==> src/rtl/counter_seq_pkg.sv <==
// State encoding and prescaler defaults shared by counter_sequencer and its tick generator.
package counter_seq_pkg;

   typedef enum logic [1:0] {
      S_IDLE  = 2'd0,
      S_RUN   = 2'd1,
      S_PAUSE = 2'd2,
      S_DONE  = 2'd3
   } seq_state_e;

   localparam int DIV_DEFAULT = 50000000;
   localparam int DIV_BENCH   = 4;

   // Bits needed to hold a prescaler count of 0..div-1, never less than one.
   function automatic int cnt_width(input int div);
      return (div > 2) ? $clog2(div) : 1;
   endfunction

endpackage

==> src/rtl/seq_tick_gen.sv <==
// Prescaler for counter_sequencer: emits a one-cycle oTick every DIV enabled cycles.
// Deasserting iEn returns the count to zero so each enabled stretch starts a fresh period.
module seq_tick_gen
   import counter_seq_pkg::*;
#(
   parameter int DIV = DIV_DEFAULT
) (
   input  logic CLK,
   input  logic RST,
   input  logic iEn,
   output logic oTick
);

   localparam int CW = cnt_width(DIV);
   localparam logic [CW-1:0] LAST = CW'(DIV - 1);

   logic [CW-1:0] cnt_q, cnt_d;
   logic          tick_q, tick_d;

   always_comb begin
      cnt_d  = '0;
      tick_d = 1'b0;
      if (iEn) begin
         if (cnt_q == LAST) begin
            tick_d = 1'b1;
         end else begin
            cnt_d = cnt_q + 1'b1;
         end
      end
   end

   always_ff @(posedge CLK or posedge RST) begin
      if (RST) begin
         cnt_q  <= '0;
         tick_q <= 1'b0;
      end else begin
         cnt_q  <= cnt_d;
         tick_q <= tick_d;
      end
   end

   assign oTick = tick_q;

endmodule

==> src/rtl/counter_sequencer.sv <==
// Start/stop/step run control for the 3-bit up-counter, with one-shot or wrap modes.
// Define COUNTER_SEQ_AUTO_RESTART_EN to make DONE restart the run by itself after DIV cycles.
module counter_sequencer
   import counter_seq_pkg::*;
#(
   parameter int DIV   = DIV_DEFAULT,
   parameter int WIDTH = 3,
   parameter int TC    = 7
) (
   input  logic             CLK,
   input  logic             RST,
   input  logic             iStart,
   input  logic             iStop,
   input  logic             iStep,
   input  logic             iMode,
   input  logic [WIDTH-1:0] iQ,
   output logic             oEn,
   output logic             oClr,
   output logic             oTick,
   output logic [1:0]       oState,
   output logic             oDone
);

   localparam logic [WIDTH-1:0] LAST_Q = WIDTH'(TC - 1);

   seq_state_e state_q, state_d;
   logic [2:0] cmd_q, cmd_prev_q, cmd_rise;
   logic       clr_q, clr_d;
   logic       step_q, step_d;
   logic       done_q;
   logic       tick, tick_en, en;
   logic       stop_e, start_e, step_e, hit_tc;

   // Commands are packed {stop, start, step}.
   assign cmd_rise = cmd_q & ~cmd_prev_q;
   assign stop_e   = cmd_rise[2];
   assign start_e  = cmd_rise[1];
   assign step_e   = cmd_rise[0];

   assign en     = (tick && state_q == S_RUN) || step_q;
   assign hit_tc = en && !iMode && (iQ == LAST_Q);

   always_comb begin
      state_d = state_q;
      clr_d   = 1'b0;
      step_d  = 1'b0;
      case (state_q)
         S_IDLE: begin
            if (stop_e) begin
               state_d = S_IDLE;
            end else if (start_e) begin
               state_d = S_RUN;
               clr_d   = 1'b1;
            end else if (step_e) begin
               step_d = 1'b1;
            end
         end
         S_RUN: begin
            if (stop_e) begin
               state_d = S_PAUSE;
            end else if (hit_tc) begin
               state_d = S_DONE;
            end
         end
         S_PAUSE: begin
            if (stop_e) begin
               state_d = S_IDLE;
               clr_d   = 1'b1;
            end else if (start_e) begin
               state_d = S_RUN;
            end else if (hit_tc) begin
               state_d = S_DONE;
            end else if (step_e) begin
               step_d = 1'b1;
            end
         end
         S_DONE: begin
            if (stop_e) begin
               state_d = S_IDLE;
               clr_d   = 1'b1;
            end else if (start_e) begin
               state_d = S_RUN;
               clr_d   = 1'b1;
`ifdef COUNTER_SEQ_AUTO_RESTART_EN
            end else if (tick) begin
               state_d = S_RUN;
               clr_d   = 1'b1;
`endif
            end
         end
      endcase
   end

`ifdef COUNTER_SEQ_AUTO_RESTART_EN
   // Counting through the DONE-entry cycle makes the DONE tick land on its DIV-th cycle.
   assign tick_en = (state_q == S_RUN) || (state_d == S_DONE);
`else
   assign tick_en = (state_q == S_RUN);
`endif

   always_ff @(posedge CLK or posedge RST) begin
      if (RST) begin
         state_q    <= S_IDLE;
         cmd_q      <= '0;
         cmd_prev_q <= '0;
         clr_q      <= 1'b0;
         step_q     <= 1'b0;
         done_q     <= 1'b0;
      end else begin
         state_q    <= state_d;
         cmd_q      <= {iStop, iStart, iStep};
         cmd_prev_q <= cmd_q;
         clr_q      <= clr_d;
         step_q     <= step_d;
         done_q     <= (state_d == S_DONE);
      end
   end

   seq_tick_gen #(
      .DIV(DIV)
   ) u_tick_gen (
      .CLK   (CLK),
      .RST   (RST),
      .iEn   (tick_en),
      .oTick (tick)
   );

   assign oEn    = en;
   assign oClr   = clr_q;
   assign oTick  = tick;
   assign oState = state_q;
   assign oDone  = done_q;

endmodule

==> config.mk <==
export PLATFORM = sky130hd
export DESIGN_NAME = counter_sequencer
export DESIGN_NICKNAME = d
export VERILOG_FILES = /design/src/rtl/counter_seq_pkg.sv /design/src/rtl/seq_tick_gen.sv /design/src/rtl/counter_sequencer.sv
export SDC_FILE = /design/constraint.sdc
export NUM_CORES = 1
export LEC_CHECK = 0
export BUFFER_PORTS_ARGS = -buffer_cell sky130_fd_sc_hd__buf_2
export CAP_MARGIN = 20
export CORE_MARGIN = 3
export CORE_UTILIZATION = 25
export DETAILED_ROUTE_END_ITERATION = 8
export SYNTH_ARGS = -nofsm -noshare
export SYNTH_HDL_FRONTEND = slang
export SYNTH_SLANG_ARGS = --single-unit
==> constraint.sdc <==
create_clock -name CLK -period 2.85 [get_ports CLK]
set_input_delay 0.57 -clock CLK [delete_from_list [all_inputs] [get_ports CLK]]
set_output_delay 0.57 -clock CLK [all_outputs]
set_load 0.05 [all_outputs]
==> metrics.cfg, run 1 <==
[status]
status = finished, final reports clean

[grt]
grt_max_degree = 39
grt_usage_pct = 8.955
grt.overflow.total = 0
grt_pass1_wl_mm = 6.258
antenna_found_initial = 0
grt_pass1_vias = 1388

[routing]
drt-pass1-iter-count = 4
wl_per_cell_microns = 11.52
ant_nets = 0
vias_per_cell = 4.644
drt_iter0_drc = 60
drt_wl_total_mm = 3.433
vias = 1384
drc = 0

[timing]
drv_slew = 0
finalSetupTns_ns = 0
fin_crit_sh_pct = 76.71
setup_viol = 0
rsz0062_at_grt = no
tightestPinTransition_ns = 0.5617
maxSlewHeadroom_pct = 62.42
finalHoldViolations = 0
final.min_clock_period_ns = 2.186
setup_slack_ns = 0.6637
fin_skew_ns = 0.004013
fmax_mhz = 457.4

[logic_synthesis]
synth_top_family_by_area = simple AND/OR/NAND/NOR gates
ys_types = 36
ys_top_cells_by_area = dfrtp_1 51%, xnor2_1 4.7%, ha_1 4.0%
syn-mean-instance-area_sq_um = 10.28
yosys.area_share.simple_pct = 25.55
synth_top_area_cell = dfrtp_1
ys_seq_area_share_pct = 50.84
synthCells = 182
synth_fa_ha_area_share_pct = 4.013
muxShareOfSynthArea_pct = 0
syn_nets = 197
synth-xor-area-share_pct = 6.555
syn_area_sq_mm = 0.001871
ys.warnings.count = 0
synth-compound-area-share_pct = 10.03
synth-seq-cells = 38
yosysTopAreaCellShare_pct = 50.84

[worst_setup_path]
crit_path_max_fanout = 6
end_kind = primary output
arrival_ns = 1.62
crit_required_ns = 2.28
reg2reg_depth = 5
cp-start-kind = flop
critical_path_class = flop to primary output

[clocking]
htree_levels = 2
cts_tree = built
clkTransAtPathRegs_ns = 0.07
cts_resized = 0
holdBufCountCts = 0
clockBufferDepth = 2
cts.sinks = 38
ctsRootBufferMaster = clkbuf_8
post_cts_buffers = 0
clk-insertion-delay-late_ns = 0.28
cts_made_buffers = 5

[floorplan]
pin_count = 15
rows = 30
initial_core_util_pct = 26.65
die_h_microns = 92.50
core_area_sq_mm = 0.007019
die-area_sq_mm = 0.008556
die_x_microns = 92.50

[hold_path]
hold_class = input pin to asynchronous set/reset pin

[flow_run]
maxCapViolations = 0

[finish]
fin_nets = 216
drive_gt1_share_pct = 14.36
area_growth_pct = 15.65
final_util_pct = 30.82
most-common-layout-cells = 38 x dfrtp_1, 20 x nor2_1, 14 x buf_2
mostFrequentLayoutCell = dfrtp_1
fillers = 754
diodes = 0

[pwr]
ir_drop_uv = 172.4
leakagePower_nw = 0.8830
pwr_density_cell_mw_per_mm2 = 613.8

[placement]
pre_cts_ws_ns = 0.7203
io_buffers = 14
gp_congestion = 0.7701
dpl.hpwl_mm = 2.528

layer usage:
| metal | part of all wire [%] | GRT usage, % | up-vias |
|---|---|---|---|
| met4 | 0.52 | 2.228 | 0 |
| li1 | - | - | 688 |
| met2 | 47 | 14.14 | 23 |
| met5 | 0 | 0 | - |
| met1 | 49 | 11.62 | 671 |
| met3 | 4.0 | 3.249 | 2 |
layout make-up:
cell class              count  area [sq um]  share of cell area, %
clock buffers               7         86.33                  3.991
inverters                   9         33.78                  1.562
clock inverters             1         5.005                 0.2313
multi-input cells         130         874.6                  40.43
repair buffers             17         92.59                  4.280
well taps                  96         120.1                  5.552
flip-flops and latches     38         950.9                  43.96
cells by family (layout without fill, tap and decap cells):
group           Yosys count  in the layout
compound gates           30             30
xor+xnor                 14             14
fa+ha+maj                 6              6
buf+inv                  14             34
flops                    38             38
simple gates             80             80
sequential cells by signal, summed over array words and instances, names as in the netlist:
signal and flops:
cmd_q 3, cmd_prev_q 3, u_tick_gen.oTick 1, u_tick_gen.cnt_q 26, oDone 1, oClr 1, oState 2, step_q 1
critical path, stage by stage, from the launching register on:
cell	delay, ns
dfrtp_1	0.45
inv_1	0.13
ha_1	0.29
a21o_1	0.19
buf_2	0.27
cells in the mapped netlist:
cell type	instances
dfrtp_1	38
nor2_1	20
a21oi_1	13
xnor2_1	10
inv_1	9
nand2_1	9
ha_1	6
nand3_1	6
nor4_1	6
or3_1	6
nand4_1	5
o21ai_0	5
o31ai_1	5
or4_1	5
and2_1	4
clkbuf_1	4
nor3_1	4
xor2_1	4
nand2b_1	3
nand4_4	2
nor2b_1	2
nor4bb_1	2
a21o_1	1
a31oi_1	1
and3_1	1
and4bb_2	1
buf_4	1
nand4b_1	1
nor3b_1	1
o211ai_1	1
o21a_1	1
o22ai_1	1
o41ai_1	1
o41ai_2	1
or4_4	1
or4b_1	1
report_power, final:
group	total, W	internal [W]	switching, W
registers	0.000607	0.000573	0.0000337
clock network	0.000370	0.000195	0.000175
logic	0.000351	0.000115	0.000236
through the flow:
stage	cell area [sq um]	power, W	instances	hold slack (ns)
after CTS	2163	0.001345	298	0.3801
after floorplan	1871	0.0008602	182	0.3536
after global placement	2072	0.0009683	290	0.3715
after detailed placement	2072	0.0009692	290	0.3805
after global routing	2163	0.001412	298	0.3734
final	2163	0.001328	298	0.3879
path summary, 6_finish.rpt:
check                                        to                 from  slack (ns)
max reg2reg                u_tick_gen.cnt_q[24]  u_tick_gen.cnt_q[0]        0.72
min in group CLK                       cmd_q[1]               iStart        0.39
max                                         oEn            oState[1]        0.66
min                                        oClr                  RST        0.39
max in group asynchronous  u_tick_gen.cnt_q[12]                  RST        2.12
min reg2reg                       cmd_prev_q[0]             cmd_q[0]        0.39
Power figures use the tool's default switching activity.
==> inputs of run 2 (changes only) <==
Clock period 2.85 ns to 2 ns, I/O delays scaled along.
==> run 2 against run 1 <==
Effect of this change: clock-buffer cell count fell by 1; die area did not move; utilization rose by 1.6 points; setup slack got worse by 0.57 ns; register-to-register slack got worse by 0.63 ns; highest routed layer unchanged; cell area rose by 5.3%; wire length rose by 7.6%; sequential power rose by 41%; critical path type is now flop to flop.
==> metrics.cfg, run 2 (same netlist as run 1, synthesis figures left out) <==
[status]
status = finished, final reports clean

[clocking]
htree_levels = 2
cts.sinks = 38
holdBufCountCts = 0
clockBufferDepth = 2
clk-insertion-delay-late_ns = 0.29
cts_made_buffers = 5
clkTransAtPathRegs_ns = 0.07
cts_tree = built
ctsRootBufferMaster = clkbuf_8

[pwr]
p_sw_w = 0.0006473
internal_power_w = 0.001272
comb_power_share_pct = 28.3
power_frac_clock_pct = 27.2
pwr_density_cell_mw_per_mm2 = 842.8
leakagePower_nw = 0.9369
seqPwrFrac_pct = 44.5
switching_share_pct = 33.73
ir_drop_uv = 257.3

[floorplan]
rows = 30
initial_core_util_pct = 26.65
die-area_sq_mm = 0.008556
die_h_microns = 92.50
core_area_sq_mm = 0.007019
die_x_microns = 92.50
pin_count = 15

[grt]
antenna_found_initial = 0
grt_max_degree = 39
grt_usage_pct = 10.01
grt.overflow.total = 0
grt_pass1_wl_mm = 6.900
grt_pass1_vias = 1485

[routing]
drt-pass1-iter-count = 4
wl_per_cell_microns = 12.00
drt_wl_total_mm = 3.695
vias = 1411
drc = 0
vias_per_cell = 4.581
ant_nets = 0
drt_iter0_drc = 81

[placement]
gp_congestion = 0.7763
placed_area_sq_mm = 0.002152
dpl.hpwl_mm = 2.577
io_buffers = 14

[timing]
rsz0062_at_grt = no
final.min_clock_period_ns = 1.908
fmax_mhz = 524.1
finalHoldViolations = 0
maxSlewHeadroom_pct = 67.58
setup_viol = 0
fin_skew_ns = 0.005622
drv_slew = 0
tightestPinTransition_ns = 0.4863
finalSetupTns_ns = 0
fin_crit_sh_pct = 95.41

[finish]
finalInstanceArea_sq_mm = 0.002277
reg_top3 = u_tick_gen.cnt_q: 26 flops, cmd_prev_q: 3 flops, cmd_q: 3 flops
largest_register_ffs = 26
most-common-layout-cells = 36 x dfrtp_1, 20 x nor2_1, 14 x buf_2, 14 x buf_4, 12 x a21oi_1
area_growth_pct = 21.74
fin_nets = 228
mostFrequentLayoutCell = dfrtp_1
drive_gt1_share_pct = 22.17
diodes = 0
regMostFlops = u_tick_gen.cnt_q

[worst_setup_path]
path_cells = nand4_4, or4_4, or4_4, a21oi_2
crit_path_top_delay_cell = or4_4
arrival_ns = 2.13
cp-start-kind = flop
crit_buf_inv = 0
critical_path.top_delay_family = simple AND/OR/NAND/NOR gates
critical_path_class = flop to flop
cp_common_cell = or4_4
crit_path_max_fanout = 8
crit_required_ns = 2.22
end_kind = flop
max_stage_delay_ns = 0.62

[hold_path]
hold_class = input pin to asynchronous set/reset pin

[flow_run]
maxCapViolations = 0

## run 2: changes by cell type in the layout (fill, tap and decap cells not counted), moves of 2 or more
cell,previous run,this run
buf_4,3,14
dfrtp_1,38,36
dfrtp_2,0,2
ha_1,6,4
ha_2,0,2
## run 2: metrics by stage
stage               setup slack (ns)  utilization [%]  total power [W]  hold WS (ns)  std cells
finish                       0.09189            32.44         0.001919        0.2184        308
CTS                         0.007317            31.91         0.001952        0.2053        305
floorplan                   0.008354                -         0.001226        0.3536        182
global placement             0.06433            30.66         0.001409        0.3744        299
global route                0.008494            32.44         0.002048        0.2051        308
detailed placement           0.01954            30.66         0.001413        0.3779        299
## run 2: layout make-up
cell class / count / area, sq um
Multi-Input combinational cell: 130 / 892.1
Tap cell: 96 / 120.1
Timing Repair Buffer: 29 / 195.2
Inverter: 9 / 33.78
Sequential cell: 38 / 953.4
Clock buffer: 6 / 82.58
Fill cell: 749 / 4742
## run 2: final timing paths
kind,start,to,slack (ns),cells past startpoint
worst max-delay path,u_tick_gen.cnt_q[8],u_tick_gen.cnt_q[25],0.09,4
worst min-delay path,RST,u_tick_gen.cnt_q[20],0.22,3
worst max register to register,u_tick_gen.cnt_q[8],u_tick_gen.cnt_q[25],0.09,4
worst min register to register,cmd_q[0],cmd_prev_q[0],0.40,0
max in group asynchronous,RST,u_tick_gen.cnt_q[9],1.41,3
min in group CLK,iStart,cmd_q[1],0.22,1
## run 2: power groups by stage
stage	Combinational [W]	Sequential [W]	Clock (W)
after global placement	0.000543	0.000866	0
after global routing	0.000610	0.000861	0.000577
after floorplan	0.000264	0.000962	0
after detailed placement	0.000544	0.000869	0
after CTS	0.000546	0.000855	0.000550
final	0.000543	0.000854	0.000522
## run 2: repair_timing
action | 4_1_cts | 5_1_grt
pin swaps | 0 | 2
setup buffers | 0 | 3
gates resized for setup | 1 | 6
hold endpoints to repair | 0 | 0
gates cloned | 0 | 0
setup endpoints to repair | 1 | 10
## run 2: tightest hold or removal path: stages
cell	delay, ns
buf_2	0.09
inv_1	0.04
buf_4	0.41
## run 2: routing by layer
metal | vias up | global-route usage [%] | share of wire [%]
met2 | 19 | 16.01 | 46
met5 | - | 0 | 0
met3 | 5 | 3.331 | 3.6
met1 | 680 | 12.68 | 49
met4 | 0 | 3.342 | 1.5
li1 | 707 | - | -
